--- config.mk ---
export PLATFORM = sky130hd
export DESIGN_NAME = mult_control_unit_flat
export DESIGN_NICKNAME = d
export VERILOG_FILES = /design/src/rtl/mult_control_unit_if.sv /design/src/rtl/mult_control_unit.sv /design/src/flat_wrapper.sv
export SDC_FILE = /design/constraint.sdc
export NUM_CORES = 1
export LEC_CHECK = 0
export BUFFER_PORTS_ARGS = -buffer_cell sky130_fd_sc_hd__buf_2
export CAP_MARGIN = 20
export CORE_AREA = 2 2 39 41
export CTS_CLUSTER_DIAMETER = 80
export DETAILED_ROUTE_END_ITERATION = 8
export DIE_AREA = 0 0 41 43
export SLEW_MARGIN = 20
export SYNTH_ARGS = -nofsm -noshare
export SYNTH_HDL_FRONTEND = slang
export SYNTH_SLANG_ARGS = --single-unit
--- constraint.sdc ---
create_clock -name Clk -period 4.6 [get_ports Clk]
set_clock_uncertainty 0.2 [all_clocks]
set_input_delay 0.92 -clock Clk [delete_from_list [all_inputs] [get_ports Clk]]
set_output_delay 0.92 -clock Clk [all_outputs]
set_load 0.03 [all_outputs]
--- src/rtl/mult_control_unit_if.sv ---
// mult_control_unit_if
//   Bundles the button inputs, multiplier bit and datapath strobes exchanged
//   between the multiplier control unit and its surroundings.
//   Signals:
//     Run, ClearA_LoadB  synchronized button levels into the controller
//     M                  current multiplier bit (B[0] of the datapath)
//     Clr_Ld, ClrAX      datapath clear/load strobes
//     Add, Sub, Shift    datapath arithmetic strobes
//     Busy, Done         operation status
//   Modports:
//     master  side that drives the buttons / M and observes the strobes
//     slave   the control unit itself
interface mult_control_unit_if;
    logic Run;
    logic ClearA_LoadB;
    logic M;
    logic Clr_Ld;
    logic ClrAX;
    logic Add;
    logic Sub;
    logic Shift;
    logic Busy;
    logic Done;

    modport master (
        output Run, ClearA_LoadB, M,
        input  Clr_Ld, ClrAX, Add, Sub, Shift, Busy, Done
    );

    modport slave (
        input  Run, ClearA_LoadB, M,
        output Clr_Ld, ClrAX, Add, Sub, Shift, Busy, Done
    );
endinterface

--- src/rtl/mult_control_unit.sv ---
// mult_control_unit
//   Sequencing FSM for the N-bit signed shift-add multiplier datapath
//   (registers X:A:B plus adder/subtractor). Converts the Run and
//   ClearA_LoadB buttons into per-cycle datapath strobes and performs
//   exactly one multiply per Run press.
//   Parameters:
//     N      multiplier width = number of add/shift iterations (N >= 2)
//   Ports:
//     Clk    system clock, rising edge
//     Reset  synchronous, active-high reset; forces all outputs to 0
//     bus    mult_control_unit_if.slave (Run, ClearA_LoadB, M in;
//            Clr_Ld, ClrAX, Add, Sub, Shift, Busy, Done out)
//   Configuration:
//     MULT_CTRL_AUTOCLEAR_EN  when defined, every multiply starts with one
//                             ClrAX cycle (CLEAR state). When undefined the
//                             CLEAR state does not exist, ClrAX is 0 and IDLE
//                             goes straight to ADD.
module mult_control_unit #(
    parameter int N = 8
) (
    input  logic                Clk,
    input  logic                Reset,
    mult_control_unit_if.slave  bus
);

    localparam int              CW   = (N > 2) ? $clog2(N) : 1;
    localparam logic [CW-1:0]   LAST = CW'(N - 1);

`ifdef MULT_CTRL_AUTOCLEAR_EN
    typedef enum logic [2:0] {IDLE, CLEAR, ADD, SHIFT, HOLD} state_t;
    localparam state_t START = CLEAR;
`else
    typedef enum logic [2:0] {IDLE, ADD, SHIFT, HOLD} state_t;
    localparam state_t START = ADD;
`endif

    state_t          state, state_nx;
    logic [CW-1:0]   cnt, cnt_nx;

    logic clr_ld, clrax, add, sub, shift, busy, done;

    always_ff @(posedge Clk) begin
        if (Reset) begin
            state <= IDLE;
            cnt   <= '0;
        end else begin
            state <= state_nx;
            cnt   <= cnt_nx;
        end
    end

    always_comb begin
        state_nx = state;
        cnt_nx   = cnt;
        clr_ld   = 1'b0;
        clrax    = 1'b0;
        add      = 1'b0;
        sub      = 1'b0;
        shift    = 1'b0;
        busy     = 1'b0;
        done     = 1'b0;

        case (state)
            IDLE: begin
                clr_ld = bus.ClearA_LoadB;
                // Load request wins over Run in the same cycle.
                if (!bus.ClearA_LoadB && bus.Run) begin
                    cnt_nx   = '0;
                    state_nx = START;
                end
            end
`ifdef MULT_CTRL_AUTOCLEAR_EN
            CLEAR: begin
                busy     = 1'b1;
                clrax    = 1'b1;
                state_nx = ADD;
            end
`endif
            ADD: begin
                busy = 1'b1;
                // Final iteration weighs the sign bit of the multiplier: subtract.
                if (bus.M) begin
                    if (cnt == LAST) sub = 1'b1;
                    else             add = 1'b1;
                end
                state_nx = SHIFT;
            end
            SHIFT: begin
                busy  = 1'b1;
                shift = 1'b1;
                if (cnt == LAST) begin
                    cnt_nx   = '0;
                    state_nx = HOLD;
                end else begin
                    cnt_nx   = cnt + CW'(1);
                    state_nx = ADD;
                end
            end
            HOLD: begin
                done = 1'b1;
                if (!bus.Run) state_nx = IDLE;
            end
            default: begin
                state_nx = IDLE;
                cnt_nx   = '0;
            end
        endcase
    end

    // Outputs are forced low for the whole cycle Reset is asserted.
    assign bus.Clr_Ld = clr_ld & ~Reset;
    assign bus.ClrAX  = clrax  & ~Reset;
    assign bus.Add    = add    & ~Reset;
    assign bus.Sub    = sub    & ~Reset;
    assign bus.Shift  = shift  & ~Reset;
    assign bus.Busy   = busy   & ~Reset;
    assign bus.Done   = done   & ~Reset;

endmodule

--- src/flat_wrapper.sv ---
// flat-port wrapper written by rule: the top's interface ports become plain ports
module mult_control_unit_flat 
#(
    parameter int N = 8
)
  (Clk, Reset, bus_Run, bus_ClearA_LoadB, bus_M, bus_Clr_Ld, bus_ClrAX, bus_Add, bus_Sub, bus_Shift, bus_Busy, bus_Done);
  mult_control_unit_if bus_i ();
  input  logic Clk;
  input  logic Reset;
  input wire logic [$bits(bus_i.Run)-1:0] bus_Run;
  input wire logic [$bits(bus_i.ClearA_LoadB)-1:0] bus_ClearA_LoadB;
  input wire logic [$bits(bus_i.M)-1:0] bus_M;
  output wire logic [$bits(bus_i.Clr_Ld)-1:0] bus_Clr_Ld;
  output wire logic [$bits(bus_i.ClrAX)-1:0] bus_ClrAX;
  output wire logic [$bits(bus_i.Add)-1:0] bus_Add;
  output wire logic [$bits(bus_i.Sub)-1:0] bus_Sub;
  output wire logic [$bits(bus_i.Shift)-1:0] bus_Shift;
  output wire logic [$bits(bus_i.Busy)-1:0] bus_Busy;
  output wire logic [$bits(bus_i.Done)-1:0] bus_Done;
  assign bus_i.Run = bus_Run;
  assign bus_i.ClearA_LoadB = bus_ClearA_LoadB;
  assign bus_i.M = bus_M;
  assign bus_Clr_Ld = bus_i.Clr_Ld;
  assign bus_ClrAX = bus_i.ClrAX;
  assign bus_Add = bus_i.Add;
  assign bus_Sub = bus_i.Sub;
  assign bus_Shift = bus_i.Shift;
  assign bus_Busy = bus_i.Busy;
  assign bus_Done = bus_i.Done;
  mult_control_unit #(.N(N)) u_core (.Clk(Clk), .Reset(Reset), .bus(bus_i));
endmodule
==> impl_metrics.ini <==
[route]
drtAntennaViolNets = 0
dr.pass1.iters = 4
via_per_inst = 4.712
drt-total-wl_um = 717
vias = 344
drc = 0
routedWlPerCell_um = 9.822
drt_iter0_markers = 8

[floorplanning]
num_rows = 14
start_util_pct = 28.30
die_w_um = 41
io_pins = 12
dieHeight_um = 43
core_mm2 = 0.001384
die_area_mm2 = 0.001763

[grt]
grt_util_met2_pct = 14.37
grt_pass1_vias = 323
antenna_found_initial = 0
grt_overflow = 0
grtUsageMet1_pct = 12.18
grt_use_met3_pct = 6.283
grt_pass1_wl_um = 1221
grt_max_degree = 12
grt_usage_pct = 11.13
gr-max-usage-layer = met2

[timing]
rsz0062_at_grt = false
period_minus_slack_ns = 2.631
fin_crit_sh_pct = 57.19
holdWs_ns = 0.2779
setup_viol = 0
fmax_mhz = 380.1
hold_violations = 0
slew_viol_final = 0
setup_tns_ns = 0

[place]
portBuffers = 10
dp_hpwl_um = 587.2
gp_congestion = 0.6707
place_area_um2 = 450.4

[synthesis]
netlist_instances = 45
ys_types = 24
avgSynthCellArea_um2 = 8.703
yosys_warnings = 0
synth_fp_nets = 56
ys_ff_latch = 5
seq_area_frac_synth_pct = 25.56
syn_area_um2 = 391.6

[finish]
stdcell_area_um2 = 476.7
area_delta_synth_final_pct = 21.73
insertedDiodeCount = 0
layout-drive-gt1-share_pct = 28.07
final_core_util_pct = 34.45
final_nets = 69

[clocking]
cts_setup_buffers = 0
cts_htree_levels = 1
cts_tree = done
cts_buffer_depth = 2
cts-buffers-inserted = 3
ctsResizeCount = 0
cts_hold_buffers = 0
cts-root-buf = clkbuf_4
clk_latency_ns = 0.24
cts.sinks = 5
clk_pin_slew_ns = 0.04

[setup_path]
worstPathRequired_ns = 3.48
cp.arrival_ns = 1.51
crit_path_end_kind = output pin
cp_max_fo = 11
rr_startpoint = u_core.state[0]$_SDFFE_PP0P_
critical_path_class = in2out
crit_start = Reset
cp-start-kind = input port

[power]
p_per_area_mw_per_mm2 = 274.6
clockPowerShare_pct = 38.0
switching_share_pct = 29.61
vdd_drop_max_uv = 115.0
power.switching_uw = 38.77
power_frac_seq_pct = 35.9
total_power_uw = 130.9
intPower_uw = 92.14
cellLeakagePower_uw = 0.0002146
p_comb_share_pct = 26.2

[worst_hold_path]
min-delay-start = u_core.cnt[2]$_SDFFE_PP0P_
hp-class = reg2reg

[flow_run]
maxCapViolCount = 0

[run_status]
run_status = finished, final reports clean
## per-stage QoR
stage	cells	setup slack, ns
after floorplan	45	1.611
after global placement	69	1.985
after detailed placement	69	1.977
after CTS	73	1.971
after global routing	73	1.904
final	73	1.969
## placed cells by master, fill, tap and decap left out
master    instances
buf_2            10
ha_1              6
dfxtp_1           5
nor2_1            4
inv_1             3
nor3_1            3
a21oi_1           3
clkbuf_4          3
nand2_1           2
nor2b_1           2
nand2b_1          2
and3b_1           1
nor3b_1           1
nand2b_2          1
mux2_2            1
o22a_1            1
a222oi_1          1
o21ai_0           1
a221oi_1          1
a211oi_4          1
nand4b_1          1
mux2i_1           1
nand3_1           1
conb_1            1
clkbuf_1          1
## sequential cells by signal, summed over array words and instances (netlist names)
signal,cells
u_core.cnt,3
u_core.state,2
## cell families after synthesis
group | synth area share, %
other | 0.9575
flip-flops | 25.56
buffers and inverters | 5.750
AND/OR/NAND/NOR | 25.88
adder cells (fa/ha/maj) | 19.17
multiplexers | 5.431
AO/OA/AOI/OAI | 17.25
## final timing paths
path	to	slack, ns	cells past startpoint
setup reg to reg	u_core.state[0]$_SDFFE_PP0P_	2.91	5
setup / recovery	bus_Sub	1.97	3
hold reg to reg	u_core.cnt[2]$_SDFFE_PP0P_	0.28	2
hold / removal	u_core.cnt[2]$_SDFFE_PP0P_	0.28	2
## cell usage after synthesis
master	number	area share, %
nor3b_1	1	1.9
buf_4	1	1.9
o22a_1	1	2.2
a21oi_1	3	3.8
nand2b_1	2	3.2
mux2i_1	1	2.6
nand2b_2	1	2.2
inv_1	3	2.9
ha_1	6	19
a222oi_1	1	2.6
nand2_1	2	1.9
o21ai_0	1	1.3
nor2_1	4	3.8
conb_1	1	0.96
a211oi_4	1	5.1
a221oi_1	1	2.2
nor3_1	3	3.8
nor2b_1	2	3.2
nand4b_1	1	2.2
and3b_1	1	2.2
clkbuf_1	1	0.96
nand3_1	1	1.3
dfxtp_1	5	26
mux2_2	1	2.9
## power groups by stage
stage          clock, µW  sequential, µW  combinational [µW]
2_1_floorplan          0            47.4                28.0
3_3_place_gp           0            47.6                34.4
3_5_place_dp           0            47.7                34.4
4_1_cts             53.1            46.9                34.5
5_1_grt             55.8            47.2                38.1
6_report            49.7            47.0                34.3
## routing by layer
layer / wire length (µm) / share of wire [%]
met1: 360 / 50
met2: 307 / 43
met3: 30 / 4.2
met4: 19 / 2.6
met5: 0 / 0
## area by class of cell
| class | count | area (µm²) |
|---|---|---|
| clock buffer | 4 | 26.28 |
| fill | 150 | 907.1 |
| inverter | 3 | 11.26 |
| multi-input combinational | 35 | 269.0 |
| sequential | 5 | 100.1 |
| tap | 16 | 20.02 |
| timing repair buffer | 10 | 50.05 |
## worst max-delay path, cell delays in order
cell and delay [ns]:
buf_2 0.16, nor3b_1 0.20, buf_2 0.22
No activity file was read; power rests on OpenSTA's default activity.
